$ cat config.mk
export PLATFORM = sky130hd
export DESIGN_NAME = fb_fill_arbiter
export DESIGN_NICKNAME = d
export VERILOG_FILES = /design/src/rtl/fb_fill_arbiter.sv
export SDC_FILE = /design/constraint.sdc
export NUM_CORES = 1
export LEC_CHECK = 0
export ABC_AREA = 1
export CORE_MARGIN = 8
export CORE_UTILIZATION = 40
export DETAILED_ROUTE_END_ITERATION = 8
export PLACE_DENSITY = 0.61
export SLEW_MARGIN = 20
export SYNTH_ARGS = -nofsm -noshare
export SYNTH_HDL_FRONTEND = slang
export SYNTH_SLANG_ARGS = --single-unit
$ cat constraint.sdc
create_clock -name clock -period 2.9 [get_ports clock]
set_input_delay 0.58 -clock clock [delete_from_list [all_inputs] [get_ports clock]]
set_output_delay 0.58 -clock clock [all_outputs]
set_load 0.02 [all_outputs]
$ cat src/rtl/fb_fill_arbiter.sv
// Rectangle fill engine sharing one frame-buffer write port with a single-pixel
// client. The client always wins; the fill cursor only moves on cycles it owns.
module fb_fill_arbiter #(
  parameter int FB_W = 320,
  parameter int FB_H = 240
) (
  input  logic        clock,
  input  logic        reset,
  input  logic        start,
  input  logic [8:0]  rect_x,
  input  logic [7:0]  rect_y,
  input  logic [8:0]  rect_w,
  input  logic [7:0]  rect_h,
  input  logic [7:0]  rect_color,
  output logic        busy,
  output logic        done,
  input  logic        cli_req,
  input  logic [8:0]  cli_x,
  input  logic [7:0]  cli_y,
  input  logic [7:0]  cli_color,
  output logic        cli_ack,
  output logic [16:0] fb_wraddress,
  output logic [7:0]  fb_data,
  output logic        fb_wren
);

  typedef enum logic [1:0] {IDLE, FILL, DONE} state_t;

  state_t      state_q, state_d;
  logic [9:0]  rx_q, rx_d;
  logic [9:0]  ex_q, ex_d;
  logic [9:0]  ey_q, ey_d;
  logic [7:0]  color_q, color_d;
  logic [9:0]  cx_q, cx_d;
  logic [9:0]  cy_q, cy_d;
  logic [16:0] addr_q, addr_d;
  logic [7:0]  data_q, data_d;
  logic        wren_q, wren_d;

  logic        fillGrant;
  logic        lastPixel;

  function automatic logic [16:0] pixelAddr(input logic [9:0] x, input logic [9:0] y);
    logic [31:0] full;
    full = 32'(y) * 32'(FB_W) + 32'(x);
    return full[16:0];
  endfunction

  function automatic logic inBounds(input logic [9:0] x, input logic [9:0] y);
    return (32'(x) < 32'(FB_W)) && (32'(y) < 32'(FB_H));
  endfunction

  assign cli_ack   = cli_req & ~reset;
  assign fillGrant = (state_q == FILL) && !cli_req;
  assign lastPixel = (cx_q == ex_q) && (cy_q == ey_q);

  assign busy         = (state_q == FILL);
  assign done         = (state_q == DONE);
  assign fb_wraddress = addr_q;
  assign fb_data      = data_q;
  assign fb_wren      = wren_q;

  always_comb begin
    state_d = state_q;
    rx_d    = rx_q;
    ex_d    = ex_q;
    ey_d    = ey_q;
    color_d = color_q;
    cx_d    = cx_q;
    cy_d    = cy_q;
    addr_d  = addr_q;
    data_d  = data_q;
    wren_d  = 1'b0;

    // Out-of-range pixels still take their grant; only the write strobe is withheld.
    if (cli_req) begin
      if (inBounds({1'b0, cli_x}, {2'b00, cli_y})) begin
        wren_d = 1'b1;
        addr_d = pixelAddr({1'b0, cli_x}, {2'b00, cli_y});
        data_d = cli_color;
      end
    end else if (fillGrant) begin
      if (inBounds(cx_q, cy_q)) begin
        wren_d = 1'b1;
        addr_d = pixelAddr(cx_q, cy_q);
        data_d = color_q;
      end
      if (cx_q == ex_q) begin
        cx_d = rx_q;
        cy_d = cy_q + 10'd1;
      end else begin
        cx_d = cx_q + 10'd1;
      end
    end

    case (state_q)
      IDLE: begin
        if (start) begin
          rx_d    = {1'b0, rect_x};
          ex_d    = {1'b0, rect_x} + {1'b0, rect_w} - 10'd1;
          ey_d    = {2'b00, rect_y} + {2'b00, rect_h} - 10'd1;
          color_d = rect_color;
          cx_d    = {1'b0, rect_x};
          cy_d    = {2'b00, rect_y};
          if (rect_w == 9'd0 || rect_h == 8'd0) begin
            state_d = DONE;
          end else begin
            state_d = FILL;
          end
        end
      end
      FILL: begin
        if (fillGrant && lastPixel) begin
          state_d = DONE;
        end
      end
      DONE: begin
        state_d = IDLE;
      end
      default: begin
        state_d = IDLE;
      end
    endcase
  end

  always_ff @(posedge clock) begin
    if (reset) begin
      state_q <= IDLE;
      rx_q    <= '0;
      ex_q    <= '0;
      ey_q    <= '0;
      color_q <= '0;
      cx_q    <= '0;
      cy_q    <= '0;
      addr_q  <= '0;
      data_q  <= '0;
      wren_q  <= 1'b0;
    end else begin
      state_q <= state_d;
      rx_q    <= rx_d;
      ex_q    <= ex_d;
      ey_q    <= ey_d;
      color_q <= color_d;
      cx_q    <= cx_d;
      cy_q    <= cy_d;
      addr_q  <= addr_d;
      data_q  <= data_d;
      wren_q  <= wren_d;
    end
  end

endmodule

==> results of run 1 <==
-- final timing paths --
check	from	to	slack, ns	cells after the start
worst max-delay path	cli_y[1]	fb_wraddress[14]	0.14	14
worst min-delay path	rx_q[3]	rx_q[3]	0.45	2
worst max register to register	cy_q[4]	fb_wraddress[15]	0.34	13
worst min register to register	rx_q[3]	rx_q[3]	0.45	2
-- routing by layer --
layer	track usage, %	vias to the layer above	part of all wire, %
met5	0	-	0
met4	4.75	0	1.5
met3	2.60	20	4.6
met2	27.9	150	43
met1	24.8	2742	51
li1	-	3365	-
-- flip-flops by register name, indices dropped and copies added (netlist names) --
signal        count
color_q           8
rx_q              9
fb_data           8
state_q           2
fb_wren           1
fb_wraddress     17
cy_q             10
ex_q             10
ey_q             10
cx_q             10
-- area by class of cell --
| class | instances | area (um^2) | area share [%] |
|---|---|---|---|
| inverter | 182 | 684 | 8.42 |
| tap | 216 | 270 | 3.33 |
| timing repair buffer | 134 | 1260 | 15.5 |
| clock buffer | 12 | 256 | 3.16 |
| multi-input combinational | 672 | 3900 | 48.0 |
| clock inverter | 4 | 53.8 | 0.662 |
| sequential | 85 | 1700 | 20.9 |
-- metrics by stage --
step / power [W] / utilization (%) / setup WS (ns) / hold slack, ns / cell area [um^2]
floorplan: 0.00237 / - / 0.385 / 0.414 / 6410
finish: 0.00407 / 51.5 / 0.137 / 0.447 / 8130
global route: 0.00436 / 51.5 / -0.00806 / 0.488 / 8130
CTS: 0.00410 / 51.4 / 0.132 / 0.452 / 8100
global placement: 0.00287 / 49.4 / -0.159 / 0.425 / 7790
detailed placement: 0.00287 / 49.4 / -0.206 / 0.435 / 7790
-- synth_stat cells, drive strengths merged (7+ instances only) --
master,count,area share [%]
a21oi,38,3.0
a22o,8,1.1
a31oi,20,2.0
buf,15,1.2
clkbuf,13,0.76
dfxtp,85,27
ha,68,13
inv,181,11
nand2,264,16
nand3,47,3.9
nand4,23,2.2
nor2,51,3.5
nor3,7,0.55
o21ai,75,6.0
o22ai,11,1.1
xnor2,7,0.96
xor2,19,2.6
-- placed cells by master (no fill, tap or decap), types with 2 or more instances in the layout --
master,synthesis,final
sky130_fd_sc_hd__a21oi_1,38,38
sky130_fd_sc_hd__a22o_1,8,8
sky130_fd_sc_hd__a31o_2,2,2
sky130_fd_sc_hd__a31oi_1,20,20
sky130_fd_sc_hd__buf_4,0,35
sky130_fd_sc_hd__clkbuf_16,0,9
sky130_fd_sc_hd__clkbuf_8,0,2
sky130_fd_sc_hd__clkdlybuf4s50_1,0,98
sky130_fd_sc_hd__clkinvlp_4,0,2
sky130_fd_sc_hd__dfxtp_1,85,85
sky130_fd_sc_hd__fa_1,6,6
sky130_fd_sc_hd__ha_1,68,67
sky130_fd_sc_hd__inv_1,175,175
sky130_fd_sc_hd__inv_2,6,6
sky130_fd_sc_hd__nand2_1,261,261
sky130_fd_sc_hd__nand2_2,3,3
sky130_fd_sc_hd__nand3_1,46,46
sky130_fd_sc_hd__nand3b_1,4,4
sky130_fd_sc_hd__nand4_1,23,23
sky130_fd_sc_hd__nor2_1,43,42
sky130_fd_sc_hd__nor2_2,5,6
sky130_fd_sc_hd__nor2_4,3,3
sky130_fd_sc_hd__nor3_1,7,7
sky130_fd_sc_hd__nor4_1,3,3
sky130_fd_sc_hd__o211ai_1,5,5
sky130_fd_sc_hd__o21ai_0,61,61
sky130_fd_sc_hd__o21ai_1,12,12
sky130_fd_sc_hd__o21ai_2,2,2
sky130_fd_sc_hd__o221ai_1,2,2
sky130_fd_sc_hd__o22ai_1,11,11
sky130_fd_sc_hd__or2_2,3,3
sky130_fd_sc_hd__xnor2_1,7,7
sky130_fd_sc_hd__xor2_1,19,19
-- power by group --
group	leakage [nW]	switching, W	internal (W)
Sequential	0.700	0.000109	0.00131
Clock	0.145	0.000493	0.000719
Combinational	3.13	0.000823	0.000624
Total	3.98	0.00142	0.00265
-- critical path: stages --
cell                              delay, ns
sky130_fd_sc_hd__clkdlybuf4s50_1       0.43
sky130_fd_sc_hd__ha_1                  0.30
sky130_fd_sc_hd__ha_2                  0.20
sky130_fd_sc_hd__fa_1                  0.57
sky130_fd_sc_hd__buf_4                 0.11
sky130_fd_sc_hd__buf_4                 0.10
sky130_fd_sc_hd__nand3_1               0.09
sky130_fd_sc_hd__nor2_1                0.18
sky130_fd_sc_hd__nand2_1               0.09
sky130_fd_sc_hd__xnor2_1               0.13
sky130_fd_sc_hd__nand2_1               0.06
sky130_fd_sc_hd__nand3_1               0.06
sky130_fd_sc_hd__nand2_1               0.06
sky130_fd_sc_hd__inv_1                 0.03
-- what timing repair did --
action | 4_1_cts | 5_1_grt
hold buffers | 0 | 0
setup endpoints to repair | 0 | 3
hold endpoints to repair | 0 | 0
buffers inserted | 0 | 2
resized for setup | 0 | 3
-- cell families (layout without fill, tap and decap cells) --
logic type               after synthesis  count (layout)  synth area share [%]
AO/OA/AOI/OAI                        169             169                  15.2
buffers and inverters                210             332                  12.7
flip-flops                            85              85                  26.5
AND/OR/NAND/NOR                      403             403                  26.9
adder cells (fa/ha/maj)               74              74                  15.1
XOR/XNOR                              26              26                  3.55
==> results, run 1 <==
- The type of the tightest min-delay check is flop to flop.
- The synthesized design contains 0 enable-type register cells.
- The worst IR drop on VDD is 0.000300 V.
- Setup repair after global routing could not meet its margin everywhere.
- Across the run, the number of max-cap violations was 0.
- The number of cells in the finished layout apart from fillers is 1305.
- The DRC violations left is 0.
- In this run the worst path has a maximum fanout of 3.
- The number of failing setup endpoints in the final timing report is 0.
- The clock arrives with 0.00511 ns of skew.
- The share of the yosys chip area belonging to registers is 26.5%.
- The number of global-route vias before repair is 5816.
- The total wire length after detailed routing is 17700 um.
- The area of the mapped netlist is 0.00641 mm^2.
- The routed length per placed instance is 13.6 um.
- The analysis attributes to cell leakage a power of 3.98 nW.
- The initialized floorplan defines 46 standard-cell rows.
- The net count of the mapped netlist is 1112.
- The deepest clock path buffer count is 2.
- The power density relative to cell area is 501 mW/mm^2.
- The total vias in the final route is 6277.
- Clock tree synthesis found a total of 85 sinks.
- The proportion of register bits with asynchronous set or reset after synthesis is 0%.
- The total I/O pin count is 100.
- For the final routed database, the setup TNS stands at 0 ns.
- The post-layout minimum cycle time is 2.76 ns.
- The flow ran to the end, and the final reports show no timing, DRC or antenna violations.
- The number of antenna violations at the first check in global routing is 0.
- During placement, the flow inserted port buffers numbering 99.
- The number of max-slew violations in the final report was 0.
- The synthesized design contains 85 register bits.
- For this run the aggregate overflow at the end of global routing stands at 0.
- The number of detailed-route iterations in the first pass is 5.
- The first-pass GRT wire length is 29300 um.
- The initial utilization of the core area, before any placement, comes to 40.7%.
- The worst pin sits at a relative slew slack of 41.0%.
- The post-route fraction of the period consumed by the critical path is 95.3%.
- A synthesized cell averages 6.63 um^2.
- The area of the core region is 0.0158 mm^2.
- The number of levels in the clock H-tree is 3.
- At the later pin of the worst-skew pair, clock insertion delay measures 0.34 ns.
- The number of clock buffers added by TritonCTS is 9.
- At the worst endpoint, the required time is 3.13 ns.
- The global-route total usage across every layer is 17.8%.
- The cell count after synthesis came out at 967.
- The clock transition at the registers of the reported paths is 0.06 ns.
- The most used flip-flop cell after synthesis is sky130_fd_sc_hd__dfxtp_1.
- The HPWL after detailed placement is 13900 um.
- The final count of hold timing violations was 0.
- At the pin with the least slew margin, the transition time is 0.885 ns.
- Using the TritonRoute via totals, the vias-per-cell ratio works out to 4.81.
- The worst setup path is launched from an input port.
- The fraction of final layout cells with drive strength greater than 1 is 7.16%.
- The DRC violation total after the first TritonRoute iteration is 295.
- STA classifies the critical path endpoint as a flop.
- Based on the critical path, the design can be clocked at up to 0.362 GHz.
- For this run, the number of Yosys warnings is 0.
- The CTS tree is built.
- Once placement completed, the tool counted placed cells totaling 1287.
- The arrival time of data at the critical path endpoint is 3.00 ns.
- The root buffer cell is sky130_fd_sc_hd__clkbuf_16.
- Entering global routing, the biggest net connects 29 pins.
- The count of antenna diodes in the layout is 0.
- At the end of routability-driven placement, the weighted congestion stood at 0.906.
- The remaining number of nets flagged by the antenna check after routing is 0.
- In this run the vertical extent of the chip is 143 um.
- The post-layout net count is 1229.
- The number of unique standard cell types used by synthesis is 43.
- The die is 143 um wide.
- The filler cell count is 1628.
- The worst setup path category is input port to flop.
- The total die area is 0.0203 mm^2.
- The area growth from synthesis to layout is 26.7%.
Note: power is estimated with default switching activity, not from simulation.
==> inputs of run 2 (changes only) <==
- CTS_CLUSTER_SIZE: default -> 14
==> results of run 2 <==
The final DEF is identical to that of run 1; final timing and power are the same.
